===== src/rtl/demux_1to2_buf.sv =====
// demux_1to2_buf: one valid/ready input stream steered to two output
// branches by select_i. Each branch owns an independent 2-entry FIFO, so a
// stalled consumer never blocks words already routed to the other branch.
//
// Handshake rules:
//   - A transfer happens on a rising edge when valid and ready are both 1.
//   - The input side:
//     - ready_o depends only on the count of the branch named by select_i.
//     - ready_o never looks at valid_i, ready0_i or ready1_i.
//     - A full branch is not bypassed by a same-cycle pop.
//   - The output side:
//     - valid_k_o is 1 exactly when branch k holds a word.
//     - data_k_o shows the head word, or zero when the branch is empty.
//     - Both come straight from registers, so there is no path from the
//       input to any output.
module demux_1to2_buf #(
  parameter int size = 32
) (
  input  logic            clk_i,
  input  logic            rst_i,
  input  logic [size-1:0] data_i,
  input  logic            valid_i,
  input  logic            select_i,
  output logic            ready_o,
  output logic [size-1:0] data0_o,
  output logic            valid0_o,
  input  logic            ready0_i,
  output logic [size-1:0] data1_o,
  output logic            valid1_o,
  input  logic            ready1_i
);

  // Per-branch storage, occupancy and 1-bit wrapping pointers
  logic [size-1:0] r_mem [2][2];
  logic [1:0]      r_cnt [2];
  logic            r_rd  [2];
  logic            r_wr  [2];

  logic            w_ready;
  logic [1:0]      w_push;
  logic [1:0]      w_pop;
  logic [1:0]      w_ready_k;

  // Input acceptance and per-branch push/pop decisions for this cycle
  always_comb begin
    w_ready_k = {ready1_i, ready0_i};
    w_ready   = select_i ? (r_cnt[1] != 2'd2) : (r_cnt[0] != 2'd2);
    w_push    = 2'b00;
    w_pop     = 2'b00;
    w_push[0] = valid_i & w_ready & ~select_i;
    w_push[1] = valid_i & w_ready & select_i;
    w_pop[0]  = (r_cnt[0] != 2'd0) & w_ready_k[0];
    w_pop[1]  = (r_cnt[1] != 2'd0) & w_ready_k[1];
  end

  assign ready_o  = w_ready;
  assign valid0_o = (r_cnt[0] != 2'd0);
  assign valid1_o = (r_cnt[1] != 2'd0);
  assign data0_o  = valid0_o ? r_mem[0][r_rd[0]] : '0;
  assign data1_o  = valid1_o ? r_mem[1][r_rd[1]] : '0;

  // FIFO state update; reset discards everything, including words in flight
  always_ff @(posedge clk_i) begin
    if (!rst_i) begin
      for (int k = 0; k < 2; k++) begin
        r_cnt[k]    <= 2'd0;
        r_rd[k]     <= 1'b0;
        r_wr[k]     <= 1'b0;
        r_mem[k][0] <= '0;
        r_mem[k][1] <= '0;
      end
    end else begin
      for (int k = 0; k < 2; k++) begin
        if (w_push[k]) begin
          r_mem[k][r_wr[k]] <= data_i;
          r_wr[k]           <= ~r_wr[k];
        end
        if (w_pop[k]) begin
          r_rd[k] <= ~r_rd[k];
        end
        if (w_push[k] && !w_pop[k]) begin
          r_cnt[k] <= r_cnt[k] + 2'd1;
        end else if (w_pop[k] && !w_push[k]) begin
          r_cnt[k] <= r_cnt[k] - 2'd1;
        end
      end
    end
  end

endmodule


===== config.mk =====
export PLATFORM = sky130hd
export DESIGN_NAME = demux_1to2_buf
export DESIGN_NICKNAME = d
export VERILOG_FILES = /design/src/rtl/demux_1to2_buf.sv
export SDC_FILE = /design/constraint.sdc
export NUM_CORES = 1
export LEC_CHECK = 0
export BUFFER_PORTS_ARGS = -buffer_cell sky130_fd_sc_hd__buf_2
export CORE_UTILIZATION = 61
export DETAILED_ROUTE_END_ITERATION = 16
export PLACE_DENSITY = 0.85
export SETUP_SLACK_MARGIN = 0.5
export SYNTH_ARGS = -nofsm -noshare
export SYNTH_HDL_FRONTEND = slang
export SYNTH_SLANG_ARGS = --single-unit

===== constraint.sdc =====
create_clock -name clk_i -period 6.2 [get_ports clk_i]
set_clock_uncertainty 0.1 [all_clocks]
set_input_delay 0.62 -clock clk_i [delete_from_list [all_inputs] [get_ports clk_i]]
set_output_delay 0.62 -clock clk_i [all_outputs]
set_load 0.03 [all_outputs]

* Word level (Yosys, flattened, before mapping)
Memory sizes are Yosys's and may differ from the RTL's.
Index checks and enable logic that the tools add are counted.
** Cells by class
- $add $sub $neg :: 4
- $lt $le $gt $ge :: 6
- Eq/ne operators :: 2
- Multiplexer cells :: 178
- Bitwise operators :: 150
- Reduce and logical (&&, ||, !) cells :: 12
** Operators with widths (count)
- $mux 32 :: 10
- $mux 1 :: 160
- $or 1x1->1 :: 136
- $mux 64 :: 2
- $demux 32 s1 :: 2
- $ge 2x2->1 const B :: 4
- $mux 2 :: 4
- $not 1->2 :: 4
- $logic_and 1x1->1 :: 6
- $and 1x1->1 :: 5
- $not 1->1 :: 5
- $add 2x1->2 const B :: 2
- $logic_not 1->1 :: 4
- $lt 2x1->1 const B :: 2
- $ne 2x2->1 const B :: 2
- $reduce_bool 2->1 :: 2
- $sub 2x1->2 const B :: 2
** Word-level totals
- Register bits :: 0
- RAM bits :: 136
- Input port bits :: 38
- Output and inout port bits :: 67
- Memories :: 4
** Memories
- r_mem :: depth 2, width 64, rd ports 2, clocked after Yosys merged registers in 0, write ports 2, line 34 : logic [size-1:0] r_mem [2][2];
- r_cnt :: depth 2, width 2, rd ports 2, clocked after Yosys merged registers in 0, write ports 2, line 35 : logic [1:0] r_cnt [2];
- r_rd :: depth 2, width 1, rd ports 2, clocked after Yosys merged registers in 0, write ports 2, line 36 : logic r_rd [2];
- r_wr :: depth 2, width 1, rd ports 2, clocked after Yosys merged registers in 0, write ports 2, line 37 : logic r_wr [2];

* Logic depth before layout (Yosys ltp)
Gate-level depths: netlist (run 1).
- Depth in word-level cells :: 11
- Depth in mapped cells :: 7
- Mapped depth without buffers :: 6

* Worst setup path before layout (run 1)
OpenSTA, ideal clock, no wires.
- Path kind :: input to register
- Start point :: input select_i
- End point :: memory r_mem[0][0] (netlist bit) (enable)
- Arrival time :: 3.287 ns
- Setup slack :: 2.347 ns
- Stages :: 3
- Path buffers :: 0
- Path through :: and2b_1 > o21ai_0 > o21ai_0
** RTL lines
- from (decl) :: line 23 : input logic select_i,
- to (decl) :: line 34

==> run summary, run 1 <==
CLOCK TREE
--------------------------------------------------------------------------------------
Reg clk slew, reported paths                                                   0.07 ns
Total of cells resized after clock tree synthesis                                    0
Clock tree from TritonCTS                                                          yes
Post-CTS setup buffer count                                                          0
Longest Clk Path Bufs                                                                2
Worst-skew pair later-pin latency                                              0.51 ns
H-tree levels                                                                        4
Clock Sinks                                                                        136
Cts bufs inserted                                                                   17
Clock root buffer                                                             clkbuf_8
# hold bufs at CTS                                                                   0

PLACEMENT
--------------------------------------------------------------------------------------
Weighted congestion reported at the end of routability-driven placement          0.803
IO buf count                                                                       104
Detailed-placement wirelength estimate                                         7.92 mm

GRT
--------------------------------------------------------------------------------------
Via count of the first global-routing pass                                        4196
First-pass GRT wire length                                                     20.8 mm
Initial antenna violation count                                                      0
Total track usage                                                                0.258
Pin count of the biggest net entering global routing                                36
Total congestion overflow                                                            0

STA
--------------------------------------------------------------------------------------
Number of max-slew violations in the final report                                    0
Final count of negative-setup-slack endpoints                                        0
Transition time of the tightest slew-check pin                                 1.16 ns
Crit path time final                                                           3.17 ns
WHS                                                                           0.321 ns
Final period utilization                                                         0.512
RSZ-0062 raised after global routing                                                no
Hold violation count in the final report                                             0
Final setup TNS                                                                   0 ns
Max-Slew Margin vs Limit                                                         0.226
Maximum achievable frequency                                                   315 MHz

PWR
--------------------------------------------------------------------------------------
Switch share                                                                     0.295
Sequential power share                                                           0.429
Switching pwr                                                                   776 uW
VDD IR-drop max                                                               0.278 mV
Combinational fraction of design power                                           0.190
Cell Int Power                                                                 1850 uW
Share of power burned in the clock network                                       0.381
Standby leakage power                                                       0.00317 uW
Pwr Density                                                                 349 nW/um2

WORST SETUP PATH
--------------------------------------------------------------------------------------
Signal arrival time at the worst endpoint                                      2.45 ns
Startpoint type of the worst setup path                                           flop
Buffering stage count on the worst path with inverters included                      2
Nature of the critical path endpoint                                      primary output
Ordered list of cells on the worst path                                   buf_4 > mux2i_1 > nor2_1 > buf_2
Largest stage delay, worst path                                                0.93 ns
Max Fanout on Critical Path                                                         19
Family of cells with the greatest summed delay on the critical path         flip-flops
Category of the most critical setup path                                  flop to primary output
Data required time at the worst endpoint                                       5.48 ns
CP max stage cell                                                             edfxtp_1

SYNTHESIS
--------------------------------------------------------------------------------------
Number of unique standard cell types used by synthesis                              33
Gate count of the mapped netlist                                                   485
Adder-cell share of the synthesized area                                       0.00199
Post-synthesis share of cell area spent on and, or, nand and nor gates           0.201
Number of enable-type register cells in the synthesized netlist                    136
Combinational family with the most area after synthesis                   simple AND/OR/NAND/NOR gates
Proportion of synthesized area in mux cells                                      0.102
YS warnings                                                                          0
Synth Cell Area                                                               6290 um2
Top-area cell type share of the netlist area                                     0.649
Dominant cells by area after synthesis                                    edfxtp_1, and2_1, mux2i_1
Flip-flop and latch count after synthesis                                          136
Leading register cell type out of synthesis                                   edfxtp_1
Top cell type by total area after synthesis                                   edfxtp_1
Total nets after synthesis                                                         524
Avg Inst Size Synth                                                           13.0 um2
Compound-gate portion of the synthesized area                                   0.0189
Proportion of synthesized flip-flops having asynchronous set or reset                0
Xor-xnor portion of the synthesized cell area                                        0
Share of the yosys chip area belonging to registers                              0.649

FINAL LAYOUT
--------------------------------------------------------------------------------------
Highest-count cells in the layout ignoring fill and taps                  edfxtp_1, and2_1, buf_2
Commonest non-fill, non-tap cell in the layout                                edfxtp_1
Area grow syn2layout                                                             19.7%
Fraction of layout instances using a drive strength above 1                      0.267
Antenna diode count                                                                  0
Final nets                                                                         621

DIE
--------------------------------------------------------------------------------------
Chip height                                                                     104 um
Floorplan die width                                                             104 um
Total Die Area                                                               10700 um2
Initial core utilization                                                         0.635
Number of core rows                                                                 36
Core Box Area                                                                 9910 um2
Ports placed on the boundary                                                       105

ROUTING
--------------------------------------------------------------------------------------
DRC violation count after routing                                                    0
1st-pass router iterations                                                           4
DR WL/cell                                                                     17.9 um
Post-detailed-routing wire length                                              13.0 mm
Routed via count divided by cell count                                            5.58
Count of antenna-violating nets left after detailed routing                          0
DR vias                                                                           4064
First DRT Iteration DRCs                                                           256

STATUS
--------------------------------------------------------------------------------------
Outcome                                                                   complete, no violations

JOB
--------------------------------------------------------------------------------------
Max-Cap Viols                                                                        0

MIN PATH
--------------------------------------------------------------------------------------
Tightest Hold Check Type                                                  input port to flop

registers in the layout, summed over array words and instances, names as in the netlist:
signal  cells
r_wr        2
r_cnt       4
r_mem     128
r_rd        2
cell usage after synthesis, types with 2 or more instances:
| cell | n |
|---|---|
| clkbuf_1 | 12 |
| o21ai_0 | 6 |
| nor3_2 | 2 |
| and2_1 | 119 |
| and3_1 | 3 |
| a211oi_1 | 3 |
| nor2_1 | 71 |
| nor3b_1 | 3 |
| buf_2 | 7 |
| clkbuf_2 | 10 |
| nand2b_1 | 3 |
| and2_2 | 10 |
| mux2i_1 | 64 |
| nand2_1 | 9 |
| inv_1 | 9 |
| nor3_1 | 2 |
| edfxtp_1 | 136 |
final cells by class:
cell class	count	area [um2]
Clock buffer	18	418
Clock inverter	14	175
Fill cell	614	2370
Inverter	9	33.8
Multi-Input combinational cell	310	2110
Sequential cell	136	4080
Tap cell	133	166
Timing Repair Buffer	108	551
routing by layer:
metal	track usage	part of all wire
met2	0.448	0.52
met4	0.105	0.021
met5	0	0
met3	0.0604	0.065
met1	0.310	0.40
stage by stage:
step	cell area, um2	instances	util	total power [uW]	setup slack, ns
after floorplan	6290	485	-	1490	2.35
after global placement	6940	696	0.701	1630	3.53
after detailed placement	6940	696	0.701	1650	3.44
after CTS	7530	728	0.760	2630	3.01
after global routing	7530	728	0.760	2710	2.93
final	7530	728	0.760	2630	3.03
logic make-up after synthesis:
family,count (synthesis)
AND/OR/NAND/NOR,228
flip-flops,136
multiplexers,64
buffers and inverters,39
AO/OA/AOI/OAI,17
adder cells (fa/ha/maj),1
worst paths after layout:
path / startpoint / end / slack (ns) / cells past startpoint
worst max-delay path: r_rd[0][1] / data1_o[25] / 3.03 / 4
worst min-delay path: data_i[1] / r_mem[0][1] / 0.32 / 2
worst max register to register: r_cnt[0][1] / r_mem[0][27] / 3.74 / 4
worst min register to register: r_cnt[1][0] / r_cnt[1][0] / 0.48 / 1
power groups by stage:
| stage | combinational (uW) | clock, uW | sequential (uW) |
|---|---|---|---|
| floorplan | 366 | 0 | 1120 |
| global placement | 485 | 0 | 1140 |
| detailed placement | 499 | 0 | 1150 |
| CTS | 503 | 1000 | 1130 |
| global route | 534 | 1040 | 1130 |
| finish | 500 | 1000 | 1130 |
(Power assumes the default switching activity.)
==> run 2: changes to the inputs <==
- CORE_UTILIZATION: 61 -> 56
- PLACE_DENSITY: 0.85 -> 0.79
- clock period: 6.2 -> 2.95 ns (I/O delays scaled with it)
==> run 2 against run 1 <==
Compared with the run above: cell area up 4.9%; non-clock buffer count up 33; global-route usage down 1.4 points; total power up 110%; via count up 1.8%; sequential power up 110%; worst setup slack worse by 2.4 ns; critical endpoint is now data0_o[8]; sequential share of layout area down 2.5 points; highest routed layer unchanged; first-iteration DRC count up 2.7%.
==> run summary, run 2 (synthesis results as in run 1) <==
STATUS
--------------------------------------------------------------------------------------
Outcome                                                                   complete, no violations

FINAL LAYOUT
--------------------------------------------------------------------------------------
Commonest non-fill, non-tap cell in the layout                                edfxtp_1
Antenna diode count                                                                  0
Combined area of the multi-input logic cells                                  2120 um2
Filler cell count in the final layout                                              730
Reg area                                                                      4080 um2
Reg with most FFs                                                                r_mem
Fraction of layout instances using a drive strength above 1                      0.256
Area grow syn2layout                                                             25.5%
Final nets                                                                         655
Highest-count cells in the layout ignoring fill and taps                  edfxtp_1, and2_1, buf_2
Flip-flop count of the largest register, all copies and words added                128
Registers with the highest flip-flop counts                               r_mem (128), r_cnt (4)

PWR
--------------------------------------------------------------------------------------
Pwr Density                                                                 706 nW/um2
VDD IR-drop max                                                               0.420 mV
Standby leakage power                                                       0.00334 uW
Power after layout                                                             5580 uW

ROUTING
--------------------------------------------------------------------------------------
Post-detailed-routing wire length                                              13.5 mm
DRC violation count after routing                                                    0
1st-pass router iterations                                                           4
DR WL/cell                                                                     17.5 um
DR vias                                                                           4137
First DRT Iteration DRCs                                                           263
Count of antenna-violating nets left after detailed routing                          0
Routed via count divided by cell count                                            5.38

DIE
--------------------------------------------------------------------------------------
Number of core rows                                                                 38
Floorplan die width                                                             108 um
Ports placed on the boundary                                                       105
Total Die Area                                                               11700 um2
Initial core utilization                                                         0.578
Core Box Area                                                                10900 um2
Chip height                                                                     108 um

WORST SETUP PATH
--------------------------------------------------------------------------------------
Worst reg2reg path startpoint                                              r_cnt[0][1]
Worst reg2reg path depth                                                             4
Register-to-register setup slack                                               0.72 ns
Data required time at the worst endpoint                                       2.56 ns
Startpoint type of the worst setup path                                           flop
Ordered list of cells on the worst path                                   nor2_4 > nor2_1 > buf_2
Max Fanout on Critical Path                                                         16
Category of the most critical setup path                                  flop to primary output
R2r endpoint                                                              r_mem[0][12]
Signal arrival time at the worst endpoint                                      1.95 ns
Nature of the critical path endpoint                                      primary output
Largest stage delay, worst path                                                0.63 ns
CP max stage cell                                                             edfxtp_1

GRT
--------------------------------------------------------------------------------------
Pin count of the biggest net entering global routing                                35
Total track usage                                                                0.244
First-pass GRT wire length                                                     20.7 mm
Initial antenna violation count                                                      0
Total congestion overflow                                                            0
Via count of the first global-routing pass                                        4130

MIN PATH
--------------------------------------------------------------------------------------
Tightest Hold Check Type                                                  input port to flop
Startpoint of the worst hold path                                           data_i[26]
Hold EP                                                                   r_mem[1][26]
Hold Crit Depth                                                                      2

CLOCK TREE
--------------------------------------------------------------------------------------
Cts bufs inserted                                                                   17
Longest Clk Path Bufs                                                                2
Clock Sinks                                                                        136
Worst-skew pair later-pin latency                                              0.51 ns
Reg clk slew, reported paths                                                   0.06 ns
H-tree levels                                                                        4
Clock tree from TritonCTS                                                          yes
Clock root buffer                                                             clkbuf_8

PLACEMENT
--------------------------------------------------------------------------------------
Detailed-placement wirelength estimate                                         7.91 mm
Place WS                                                                      0.534 ns
Weighted congestion reported at the end of routability-driven placement          0.816
IO buf count                                                                       104

STA
--------------------------------------------------------------------------------------
Hold violation count in the final report                                             0
Final period utilization                                                         0.796
Post-route setup slack                                                        0.601 ns
Crit path time final                                                           2.35 ns
Number of max-slew violations in the final report                                    0
Maximum achievable frequency                                                   426 MHz
Final count of negative-setup-slack endpoints                                        0
Transition time of the tightest slew-check pin                                0.619 ns
Final setup TNS                                                                   0 ns
Max-Slew Margin vs Limit                                                         0.585
RSZ-0062 raised after global routing                                                no

JOB
--------------------------------------------------------------------------------------
Max-Cap Viols                                                                        0

## run 2: layout make-up
cell class | count | area share
repair buffers | 141 | 0.114
well taps | 140 | 0.0222
clock inverters | 12 | 0.0198
clock buffers | 20 | 0.0538
flip-flops and latches | 136 | 0.517
inverters | 9 | 0.00427
multi-input cells | 311 | 0.269
## run 2: per-layer routing
metal | vias to the layer above | wire [um] | part of all wire | global-route usage
li1 | 1951 | - | - | -
met1 | 2007 | 5620 | 0.42 | 0.317
met2 | 159 | 6740 | 0.50 | 0.397
met3 | 20 | 874 | 0.065 | 0.0524
met4 | 0 | 222 | 0.016 | 0.103
met5 | - | 0 | 0 | 0
## run 2: worst max-delay path by stage
| stage | startpoint | endpoint | cells past startpoint |
|---|---|---|---|
| detailed placement | select_i | r_mem[0][19] | 5 |
| finish | r_cnt[0][0] | data0_o[8] | 3 |
| floorplan | r_cnt[0][1] | r_mem[0][0] | 3 |
| global placement | select_i | r_mem[0][19] | 5 |
| global route | r_cnt[1][0] | data1_o[6] | 5 |
| CTS | r_cnt[0][1] | r_mem[0][16] | 4 |
## run 2: where the power goes
part           leakage [uW]  total (uW)  internal, uW  switching, uW
Clock              0.000280        2100          1350            744
Sequential          0.00142        2350          2280           63.9
Combinational       0.00164        1130           362            772
## run 2: timing repair
item                                    in CTS  in global routing
hold buffers                                26                  0
hold endpoints to repair                    73                  0
gates cloned                                 1                  0
endpoints found under the setup margin      33                 39
resized for setup                            1                  3
buffers inserted                             0                  1
pin swaps                                    1                  1
## run 2: stage by stage
step / area (um2) / utilization / instances / hold slack (ns)
global placement: 7020 / 0.645 / 709 / 0.445
finish: 7900 / 0.726 / 769 / 0.0166
global route: 7900 / 0.726 / 769 / 0.00486
detailed placement: 7020 / 0.645 / 709 / 0.469
CTS: 7870 / 0.723 / 768 / 0.00322
floorplan: 6300 / - / 485 / 0.393
## run 2: worst max-delay path: cells and delay by family (launching register included)
family / cells / cell delay [ns]
buf+inv: 1 / 0.20
simple gates: 2 / 0.61
flops: 1 / 0.63
==> run 3: changes to the inputs <==
- clock period: 2.95 -> 2.2 ns (I/O delays scaled with it)
==> run 3 against run 2 <==
Compared with the run above: total power up 57%; non-clock buffer count up 69; cell area up 21%; cell count up 9.0%; wire length up 67%; clock power up 43%; sequential share of layout area down 9.1 points; global-route usage up 6.8 points; critical path type unchanged; largest power group unchanged.
==> run summary, run 3 (synthesis results as in run 1) <==
ROUTING
--------------------------------------------------------------------------------------
Post-detailed-routing wire length                                              22.4 mm
1st-pass router iterations                                                           5
DR vias                                                                           5157
DRC violation count after routing                                                    0
Count of antenna-violating nets left after detailed routing                          0
DR WL/cell                                                                     26.8 um
First DRT Iteration DRCs                                                           676
Routed via count divided by cell count                                            6.15

STA
--------------------------------------------------------------------------------------
Max-Slew Margin vs Limit                                                         0.664
Number of max-slew violations in the final report                                    0
Crit path time final                                                           2.20 ns
WHS                                                                          0.0490 ns
RSZ-0062 raised after global routing                                               yes
Final period utilization                                                          1.00
Transition time of the tightest slew-check pin                                0.503 ns
Maximum achievable frequency                                                   455 MHz
Final count of negative-setup-slack endpoints                                        0
Hold violation count in the final report                                             0

WORST SETUP PATH
--------------------------------------------------------------------------------------
Max Fanout on Critical Path                                                          7
Data required time at the worst endpoint                                       1.88 ns
CP max stage cell                                                             edfxtp_1
Buffering stage count on the worst path with inverters included                      3
Largest stage delay, worst path                                                0.41 ns
Number of logic stages on the critical path including buffering                      5
Ordered list of cells on the worst path                                   buf_6 > buf_8 > mux2i_1 > nor2_1 > buf_4
Worst reg2reg path depth                                                             8
Register-to-register setup slack                                               0.18 ns
Category of the most critical setup path                                  flop to primary output
Family of cells with the greatest summed delay on the critical path       buffers and inverters
Startpoint type of the worst setup path                                           flop
Signal arrival time at the worst endpoint                                      1.88 ns
Nature of the critical path endpoint                                      primary output

FINAL LAYOUT
--------------------------------------------------------------------------------------
Final nets                                                                         724
Filler cell count in the final layout                                              405
Combined area of the multi-input logic cells                                  2590 um2
Antenna diode count                                                                  0
Reg with most FFs                                                                r_mem
Fraction of layout instances using a drive strength above 1                      0.483
Reg area                                                                      4080 um2
Commonest non-fill, non-tap cell in the layout                                edfxtp_1
Utilization after layout                                                         0.882
Flip-flop count of the largest register, all copies and words added                128
Highest-count cells in the layout ignoring fill and taps                  edfxtp_1, and2_1, buf_6
Area of all placed cells without fillers                                      9600 um2
Area grow syn2layout                                                             52.5%
Registers with the highest flip-flop counts                               r_mem (128), r_cnt (4)

GRT
--------------------------------------------------------------------------------------
Total track usage                                                                0.311
Total congestion overflow                                                            0
Pin count of the biggest net entering global routing                                33
Initial antenna violation count                                                      0
Via count of the first global-routing pass                                        4731
Global routing met3 resource utilization                                        0.0645
Global-route met1 utilization                                                    0.380
M2 GR Usage                                                                      0.547
First-pass GRT wire length                                                     26.2 mm
Layer with the highest usage                                                      met2

CLOCK TREE
--------------------------------------------------------------------------------------
Worst-skew pair later-pin latency                                              0.54 ns
H-tree levels                                                                        4
Longest Clk Path Bufs                                                                2
Clock Sinks                                                                        136
Cts bufs inserted                                                                   17
Clock tree from TritonCTS                                                          yes
Reg clk slew, reported paths                                                   0.07 ns
Clock root buffer                                                             clkbuf_8

JOB
--------------------------------------------------------------------------------------
Max-Cap Viols                                                                        0

DIE
--------------------------------------------------------------------------------------
Floorplan die width                                                             108 um
Chip height                                                                     108 um
Core Box Area                                                                10900 um2
Ports placed on the boundary                                                       105
Total Die Area                                                               11700 um2
Number of core rows                                                                 38
Initial core utilization                                                         0.578

PLACEMENT
--------------------------------------------------------------------------------------
Placed instance area                                                          7190 um2
Detailed-placement wirelength estimate                                         9.14 mm
IO buf count                                                                       104
Weighted congestion reported at the end of routability-driven placement          0.786

MIN PATH
--------------------------------------------------------------------------------------
Tightest Hold Check Type                                                  input port to flop
Hold Crit Depth                                                                      3

PWR
--------------------------------------------------------------------------------------
Power after layout                                                             8770 uW
VDD IR-drop max                                                               0.608 mV
Standby leakage power                                                       0.00395 uW
Pwr Density                                                                 913 nW/um2

STATUS
--------------------------------------------------------------------------------------
Outcome                                                                   complete, no violations

==> run 3: cell count changes in the layout (fill, tap and decap cells not counted), moves of 7 or more <==
cell / delta
and2_1: -47
and2_2: -10
and2_4: +57
buf_12: +10
buf_2: -65
buf_4: +45
buf_6: +58
buf_8: +8
dlygate4sd3_1: +7
mux2i_1: -12
mux2i_2: +8
nor2_1: -34
nor2_2: +23
nor2_4: +11
==> run 3: cell type report <==
| cell class | instances | area share |
|---|---|---|
| clock buffer | 19 | 0.0439 |
| clock inverter | 13 | 0.0186 |
| inverter | 9 | 0.00378 |
| multi-input combinational | 311 | 0.269 |
| sequential | 136 | 0.425 |
| tap | 140 | 0.0182 |
| timing repair buffer | 210 | 0.221 |
==> run 3: worst register-to-register path: stages (launching register included) <==
cell	delay (ns)
edfxtp_1	0.42
inv_2	0.08
buf_4	0.13
buf_4	0.13
a31oi_4	0.22
nor4b_4	0.27
buf_6	0.21
buf_8	0.15
and2_4	0.15
==> run 3: per-stage QoR <==
stage / setup WS, ns / setup TNS, ns / instances
after floorplan: 0.399 / 0 / 485
after global placement: 0.0918 / 0 / 725
after detailed placement: -0.0215 / -0.0238 / 725
after CTS: 0.156 / 0 / 815
after global routing: -0.0557 / -0.0557 / 838
final: 0.000814 / 0 / 838
==> run 3: final timing paths <==
check,start,end
hold reg to reg,r_wr[0][0],r_wr[0][0]
setup / recovery,r_rd[0][0],data0_o[1]
hold / removal,valid_i,r_wr[0][0]
setup reg to reg,r_cnt[1][0],r_mem[0][58]
==> run 3: layer usage <==
metal,wire length (um),vias up
met5,0,-
met4,832,0
met3,2160,86
met2,11700,426
met1,7740,2554
li1,-,2091
==> run 3: power breakdown <==
group          switching [uW]  internal [uW]  total (uW)
combinational            1460           1150        2610
sequential               98.5           3060        3160
clock                    1160           1830        3000
total                    2730           6040        8770
==> run 3: timing repair <==
item,in CTS,in global routing
endpoints found under the hold margin,133,0
gates resized for setup,131,199
setup buffers,18,15
hold buffers,33,0
setup endpoints to repair,160,258
pin swaps,10,50
cloned,7,8
